$ cat src/rtl/fact_unit_responder_if.sv
// fact_unit_responder_if: register bus between the memory map and one
// factorial slot, plus the slot's completion interrupt line.
interface fact_unit_responder_if;
    logic        we;
    logic [31:0] addr;
    logic [31:0] wdata;
    logic [31:0] rdata;
    logic        done_irq;

    modport master (
        output we,
        output addr,
        output wdata,
        input  rdata,
        input  done_irq
    );

    modport slave (
        input  we,
        input  addr,
        input  wdata,
        output rdata,
        output done_irq
    );
endinterface

$ cat src/rtl/fact_unit_responder.sv
// fact_unit_responder: memory-mapped iterative N! accelerator, one slot.
// Define FACT_IRQ_EN to drive done_irq; otherwise software polls STATUS.
module fact_unit_responder #(
    parameter int unsigned MAX_N = 12
) (
    input  logic                  clk,
    input  logic                  rst_n,
    fact_unit_responder_if.slave  bus
);

    typedef enum logic [1:0] {
        IDLE = 2'd0,
        LOAD = 2'd1,
        MUL  = 2'd2,
        DONE = 2'd3
    } state_t;

    localparam logic [3:0] MAX_N4 = MAX_N[3:0];

    state_t      state_q;
    logic [3:0]  n_q;
    logic [3:0]  cnt_q;
    logic [31:0] acc_q;
    logic [31:0] result_q;
    logic        done_q;
    logic        err_q;
    logic        busy_q;

    logic [1:0]  sel;
    logic        n_wr;
    logic        go_wr;
    logic        ack_wr;
    logic        idle_like;
    logic        start;
    logic        load_err;
    logic        mul_last;
    logic        done_set;
    logic [31:0] rdata_c;
    logic        unused_bits;

    assign sel       = bus.addr[3:2];
    assign n_wr      = bus.we && (sel == 2'd0);
    assign go_wr     = bus.we && (sel == 2'd1) && bus.wdata[0];
    assign ack_wr    = bus.we && (sel == 2'd2) && bus.wdata[0];
    assign idle_like = (state_q == IDLE) || (state_q == DONE);
    assign start     = go_wr && idle_like;
    assign load_err  = (state_q == LOAD) && (n_q > MAX_N4);
    assign mul_last  = (state_q == MUL) && (cnt_q <= 4'd1);
    assign done_set  = load_err || mul_last;

    assign unused_bits = ^{bus.addr[31:4], bus.addr[1:0], bus.wdata[31:4]};

    // Control FSM: operand capture, multiply loop and status flags.
    // The ack clear is placed first so a same-edge completion overrides it.
    always_ff @(posedge clk or negedge rst_n) begin
        if (!rst_n) begin
            state_q  <= IDLE;
            n_q      <= 4'd0;
            cnt_q    <= 4'd0;
            acc_q    <= 32'd0;
            result_q <= 32'd0;
            done_q   <= 1'b0;
            err_q    <= 1'b0;
            busy_q   <= 1'b0;
        end else begin
            if (ack_wr) begin
                done_q <= 1'b0;
                err_q  <= 1'b0;
            end
            unique case (state_q)
                IDLE, DONE: begin
                    if (n_wr) begin
                        n_q <= bus.wdata[3:0];
                    end
                    if (start) begin
                        state_q <= LOAD;
                        done_q  <= 1'b0;
                        err_q   <= 1'b0;
                        busy_q  <= 1'b1;
                    end
                end
                LOAD: begin
                    acc_q <= 32'd1;
                    cnt_q <= n_q;
                    if (load_err) begin
                        result_q <= 32'd0;
                        done_q   <= 1'b1;
                        err_q    <= 1'b1;
                        busy_q   <= 1'b0;
                        state_q  <= DONE;
                    end else begin
                        state_q <= MUL;
                    end
                end
                MUL: begin
                    if (mul_last) begin
                        result_q <= acc_q;
                        done_q   <= 1'b1;
                        busy_q   <= 1'b0;
                        state_q  <= DONE;
                    end else begin
                        acc_q <= acc_q * {28'd0, cnt_q};
                        cnt_q <= cnt_q - 4'd1;
                    end
                end
                default: begin
                    state_q <= IDLE;
                end
            endcase
        end
    end

    // Zero-latency register read mux; GO and unused bits read as zero.
    always_comb begin
        rdata_c = 32'd0;
        unique case (sel)
            2'd0:    rdata_c = {28'd0, n_q};
            2'd2:    rdata_c = {29'd0, busy_q, err_q, done_q};
            2'd3:    rdata_c = result_q;
            default: rdata_c = 32'd0;
        endcase
    end

    assign bus.rdata = rdata_c;

`ifdef FACT_IRQ_EN
    logic irq_q;

    // Level interrupt tracking done: set on completion, dropped by ack or GO.
    always_ff @(posedge clk or negedge rst_n) begin
        if (!rst_n) begin
            irq_q <= 1'b0;
        end else if (done_set) begin
            irq_q <= 1'b1;
        end else if (ack_wr || start) begin
            irq_q <= 1'b0;
        end
    end

    assign bus.done_irq = irq_q;
`else
    assign bus.done_irq = 1'b0;
`endif

endmodule

$ cat src/flat_wrapper.sv
// flat-port wrapper written by rule: the top's interface ports become plain ports
module fact_unit_responder_flat 
#(
    parameter int unsigned MAX_N = 12
)
  (clk, rst_n, bus_we, bus_addr, bus_wdata, bus_rdata, bus_done_irq);
  fact_unit_responder_if bus_i ();
  input  logic clk;
  input  logic rst_n;
  input wire logic [$bits(bus_i.we)-1:0] bus_we;
  input wire logic [$bits(bus_i.addr)-1:0] bus_addr;
  input wire logic [$bits(bus_i.wdata)-1:0] bus_wdata;
  output wire logic [$bits(bus_i.rdata)-1:0] bus_rdata;
  output wire logic [$bits(bus_i.done_irq)-1:0] bus_done_irq;
  assign bus_i.we = bus_we;
  assign bus_i.addr = bus_addr;
  assign bus_i.wdata = bus_wdata;
  assign bus_rdata = bus_i.rdata;
  assign bus_done_irq = bus_i.done_irq;
  fact_unit_responder #(.MAX_N(MAX_N)) u_core (.clk(clk), .rst_n(rst_n), .bus(bus_i));
endmodule
$ cat config.mk
export PLATFORM = sky130hd
export DESIGN_NAME = fact_unit_responder_flat
export DESIGN_NICKNAME = d
export VERILOG_FILES = /design/src/rtl/fact_unit_responder_if.sv /design/src/rtl/fact_unit_responder.sv /design/src/flat_wrapper.sv
export SDC_FILE = /design/constraint.sdc
export NUM_CORES = 1
export LEC_CHECK = 0
export ABC_AREA = 1
export BUFFER_PORTS_ARGS = -buffer_cell sky130_fd_sc_hd__buf_4
export CAP_MARGIN = 0
export CORE_ASPECT_RATIO = 0.9
export CORE_MARGIN = 3
export CORE_UTILIZATION = 52
export CTS_CLUSTER_DIAMETER = 120
export DETAILED_ROUTE_END_ITERATION = 8
export HOLD_SLACK_MARGIN = 0.02
export PLACE_DENSITY_LB_ADDON = 0.12
export REMOVE_ABC_BUFFERS = 1
export SYNTH_ARGS = -nofsm -noshare
export SYNTH_HDL_FRONTEND = slang
export SYNTH_SLANG_ARGS = --single-unit
$ cat constraint.sdc
create_clock -name clk -period 3.58 [get_ports clk]
set_input_delay 0.537 -clock clk [delete_from_list [all_inputs] [get_ports clk]]
set_output_delay 0.537 -clock clk [all_outputs]
set_load 0.1 [all_outputs]
Yosys cells after proc, flatten, opt, wreduce, memory -nomap -nowiden --
Cells that the tools add are included.
Operators by class: $add $sub $neg 1, multiply operators 1, magnitude comparators 2, equal/unequal tests 10, multiplexer cells 25, reductions and logical operators 18
Operator list (number):
- $pmux W32 S2 | 2
- $mux W32 | 3
- $pmux W32 S3 | 1
- $mul A32 B4 Y32 | 1
- $mux W1 | 11
- $eq A2 B2 Y1 const B | 4
- $logic_and A1 B1 Y1 | 8
- $pmux W4 S2 | 1
- $ne A2 B1 Y1 const B | 3
- $pmux W1 S3 | 2
- $pmux W2 S3 | 1
- $reduce_and A2 Y1 | 3
- $reduce_and A3 Y1 | 2
- $eq A2 B1 Y1 const B | 2
- $gt A4 B4 Y1 const B | 1
- $le A4 B1 Y1 const B | 1
- $logic_not A2 Y1 | 2
- $mux W2 | 2
- $mux W4 | 1
- $sub A4 B1 Y4 const B | 1
- $ne A2 B2 Y1 const B | 1
- $pmux W1 S2 | 1
- $reduce_bool A2 Y1 | 1
- $reduce_or A2 Y1 | 1
- $logic_or A1 B1 Y1 | 1
Storage, ports and cells: flip-flop bits (word level) 77, input port bits 67, output and inout bits 33

Longest topological paths before layout --
depth after elaboration 6, gate-level depth with buffers 21, gate-level depth less buffers 18

Worst setup path before layout --
No wires, ideal clock.
kind register to register, from reg u_core.cnt_q[3], to reg u_core.acc_q[26], setup time 118 ps, arrival 3449 ps, required time 3462 ps, path slack 13 ps, cell stages (with the launch flop) 19, path buffers 3, period minus slack after synthesis 3567 ps, cell sequence dfrtp_1 buf_2 buf_1 buf_1 nand2_1 fa_1 fa_1 inv_1 fa_1 nand3_1 nand3_1 nand2_1 nand2_1 nand2_1 nand2_1 nand2_1 nand3_1 nand3_1 nand2_1
Between the ends: cells in the longest elaborated chain, start to end 4, elaborated cells on any way between the ends 7
Ends and longest elaborated chain:
- start, declared | line fact_unit_responder.sv:22 | logic [3:0] cnt_q;
- start signal, assigned | line fact_unit_responder.sv:84 | cnt_q <= n_q;
- start signal, assigned | line fact_unit_responder.sv:103 | cnt_q <= cnt_q - 4'd1;
- branches (longest 4 deep; another with $mul A32 B4 Y32)
- end signal, assigned | line fact_unit_responder.sv:102 | acc_q <= acc_q * {28'd0, cnt_q};
- end, declared | line fact_unit_responder.sv:23 | logic [31:0] acc_q;
Parallel ways; which one is timed is not known. The select of a mux whose other input is x is not followed. A chain may end at the register's enable or synchronous reset.

Final worst setup path --
from reg u_core.cnt_q[3], to reg u_core.acc_q[30]
The elaborated chain is that of the path after synthesis.

==> results.py <==
metrics = {
    "status": {
        "status": "finished clean",
    },
    "placement": {
        "place_inst": 1461,
        "dp_hpwl_um": 15000,
        "place.gp.congestion": 0.926,
        "numPortBuffers": 40,
    },
    "sta": {
        "rsz0062_at_grt": "yes",
        "hold_viol": 0,
        "slew_viol_final": 0,
        "fmax_ghz": 0.294,
        "min_period_ps": 3400,
        "slew_headroom_pct": 31.6,
        "period_share_pct": 95.0,
        "tightest_slew_ps": 1030,
        "tns_ps": 0,
        "setup_viol": 0,
        "finalClockSkew_ps": 9.55,
    },
    "power_and_ir_drop": {
        "power_density_nw_per_um2": 673,
        "irDropWorstVdd_v": 0.000469,
        "leakage_nw": 5.50,
    },
    "worst_hold_path": {
        "hp-class": "input pin to async pin",
    },
    "route": {
        "vias": 7244,
        "drtAntennaViolNets": 0,
        "drc_errors": 0,
        "wirelength_um": 20000,
        "drt_iter0_markers": 453,
        "wire_per_inst_um": 13.5,
        "viasPerCell": 4.90,
        "first_pass_iters": 5,
    },
    "synthesis": {
        "synthTopCellsByCount": "400 x nand2_1, 341 x inv_1, 81 x nor2_1",
        "avgSynthCellArea_um2": 6.41,
        "synthFlopType": "dfrtp_1",
        "seq_area_frac_synth_pct": 24.3,
        "yosys-top-cells-area": "dfrtp_1 24%, nand2_1 19%, inv_1 16%",
        "synth_area_um2": 7930,
        "yosysWarnings": 0,
        "ys_seq_elements": 77,
        "synth_cell_types": 33,
        "synth.most_common_cell": "nand2_1",
        "synth_edf_count": 0,
        "synthArstFlopShare_pct": 100,
        "yosys.area.top_type": "dfrtp_1",
        "synthCells": 1238,
        "synth_top_area_share_pct": 24.3,
    },
    "floorplanning": {
        "num_rows": 42,
        "die_area_um2": 16800,
        "die_h_um": 123,
        "fp.dieW_um": 136,
        "start_util_pct": 53.5,
        "ios": 100,
        "core-area_um2": 14800,
    },
    "worst_setup_path": {
        "path_max_fanout": 19,
        "cp_slowest_cell": "fa_1",
        "crit_path_end_kind": "register",
        "cpMostUsedCell": "nand2_1",
        "path_cells": "buf_6 > nand2_1 > inv_1 > fa_1 > inv_1 > fa_1 > inv_1 > ha_4 > nand2_1 > inv_1 > nand2_1 > nor3_2 > and2_1 > nand2_1 > nand2_1 > nand2_1 > nand3_1 > nand2_1",
        "slowest_delay_ps": 540,
        "crit_required_ps": 3820,
        "start_kind": "register",
        "cp.arrival_ps": 3640,
        "critical_path_class": "register to register",
    },
    "clocking": {
        "ctsLongestPathBuffers": 2,
        "clock_sinks": 77,
        "cts_buffers": 9,
        "clock_latency_ps": 350,
        "cts.htree.levels": 3,
        "clkSlewWorstSetupHoldPaths_ps": 70,
        "tritoncts": "built",
        "cts_root_buf": "clkbuf_16",
    },
    "layout": {
        "nets": 1436,
        "diodes": 0,
        "layout.cells.non_filler": 1479,
        "final_layout_size_suffix_gt1_share_pct": 8.90,
        "fill_cells": 1460,
        "area_delta_synth_final_pct": 14.1,
        "final_util_pct": 61.1,
    },
    "grt": {
        "antenna_found_initial": 0,
        "grt_max_degree": 78,
        "grt_pass1_wl_um": 32900,
        "grt_overflow": 0,
        "grt_pass1_vias": 6648,
        "grt.total_usage_pct": 24.8,
    },
    "flow_run": {
        "cap_violations": 0,
    },
}
==> cell type report <==
cell class | instances | area (um^2) | area share [%]
clock inverter | 5 | 41.3 | 0.456
multi-input combinational | 783 | 4760 | 52.6
clock buffer | 11 | 253 | 2.79
tap | 198 | 248 | 2.74
timing repair buffer | 62 | 532 | 5.88
sequential | 77 | 1930 | 21.3
inverter | 343 | 1290 | 14.2
==> worst max-delay path: cells and delay by family, from the launching register on <==
family,cells,cell delay (ps)
buffers and inverters,5,460
and+or+nand+nor,10,1050
adders and majority gates,3,1360
DFF,1,420
==> where the power goes <==
part | internal (mW) | switching (mW) | leakage (nW)
Sequential | 1.13 | 0.295 | 1.03
Combinational | 1.26 | 2.48 | 4.33
Clock | 0.514 | 0.407 | 0.139
Total | 2.90 | 3.19 | 5.50
==> flip-flops by register name, summed over array words and instances, names as in the netlist <==
register         count
u_core.err_q         1
u_core.state_q       2
u_core.acc_q        32
u_core.result_q     32
u_core.done_q        1
u_core.cnt_q         4
u_core.busy_q        1
u_core.n_q           4
==> final timing paths <==
| path | startpoint | endpoint | slack, ps | depth (start not counted) |
|---|---|---|---|---|
| min in group clk | bus_wdata[1] | u_core.n_q[1]$_DFFE_PN0P_ | 430 | 2 |
| max in group asynchronous | rst_n | u_core.acc_q[5]$_DFFE_PN0P_ | 2530 | 1 |
| worst min register to register | u_core.result_q[13]$_DFFE_PN0P_ | u_core.result_q[13]$_DFFE_PN0P_ | 520 | 2 |
| worst max register to register | u_core.cnt_q[3]$_DFFE_PN0P_ | u_core.acc_q[30]$_DFFE_PN0P_ | 180 | 18 |
| worst max-delay path | u_core.cnt_q[3]$_DFFE_PN0P_ | u_core.acc_q[30]$_DFFE_PN0P_ | 180 | 18 |
| worst min-delay path | rst_n | u_core.result_q[3]$_DFFE_PN0P_ | 350 | 1 |
==> logic make-up after synthesis <==
family / synth area share (%)
DFF: 24.3
buffers and inverters: 18.2
xor gates and xnor gates: 0.552
AOI/OAI and AO/OA: 7.53
adders and majority gates: 20.1
other: 0.0473
and+or+nand+nor: 29.2
muxes: 0.142
==> per-stage QoR <==
step	hold WS, ps	cell area (um^2)	worst slack, ps	power, mW
after floorplan	241	7770	145	3.82
after global placement	499	8530	111	4.89
after detailed placement	507	8530	96.4	4.95
after CTS	408	8830	88.8	5.91
after global routing	427	9050	-19.0	6.69
final	351	9050	180	6.09
==> cell usage in the layout, fill, tap and decap left out, drive strengths merged <==
cell      Yosys  final
nand3b        1      1
nor2         82     82
nor3         11     11
o22ai         2      2
and2          4      4
ha           36     36
o221ai        4      4
o31ai         1      1
dfrtp        77     77
nand2       400    400
clkbuf       18     11
fa           57     57
inv         343    345
a21o          2      2
nand3        72     72
xnor2         2      2
conb          1      1
a22o          3      3
clkinvlp      0      2
nand4         4      4
a21oi        34     34
buf          17     62
o21bai        3      3
o21ai        57     57
o211ai        3      3
xor2          3      3
mux2          1      1
clkinv        0      1
==> layer usage <==
metal | GRT usage, % | share of wire (%) | vias to the layer above | wire, um
li1 | - | - | 3695 | -
met1 | 38.6 | 50 | 3355 | 9910
met2 | 37.0 | 43 | 181 | 8630
met3 | 3.46 | 6.2 | 13 | 1240
met4 | 4.60 | 0.95 | 0 | 189
met5 | 0 | 0 | - | 0
==> repair_timing <==
action,in CTS,in global routing
hold buffers,0,0
setup buffers,0,2
resized for setup,0,33
endpoints found under the setup margin,0,16
(Power assumes the default switching activity.)
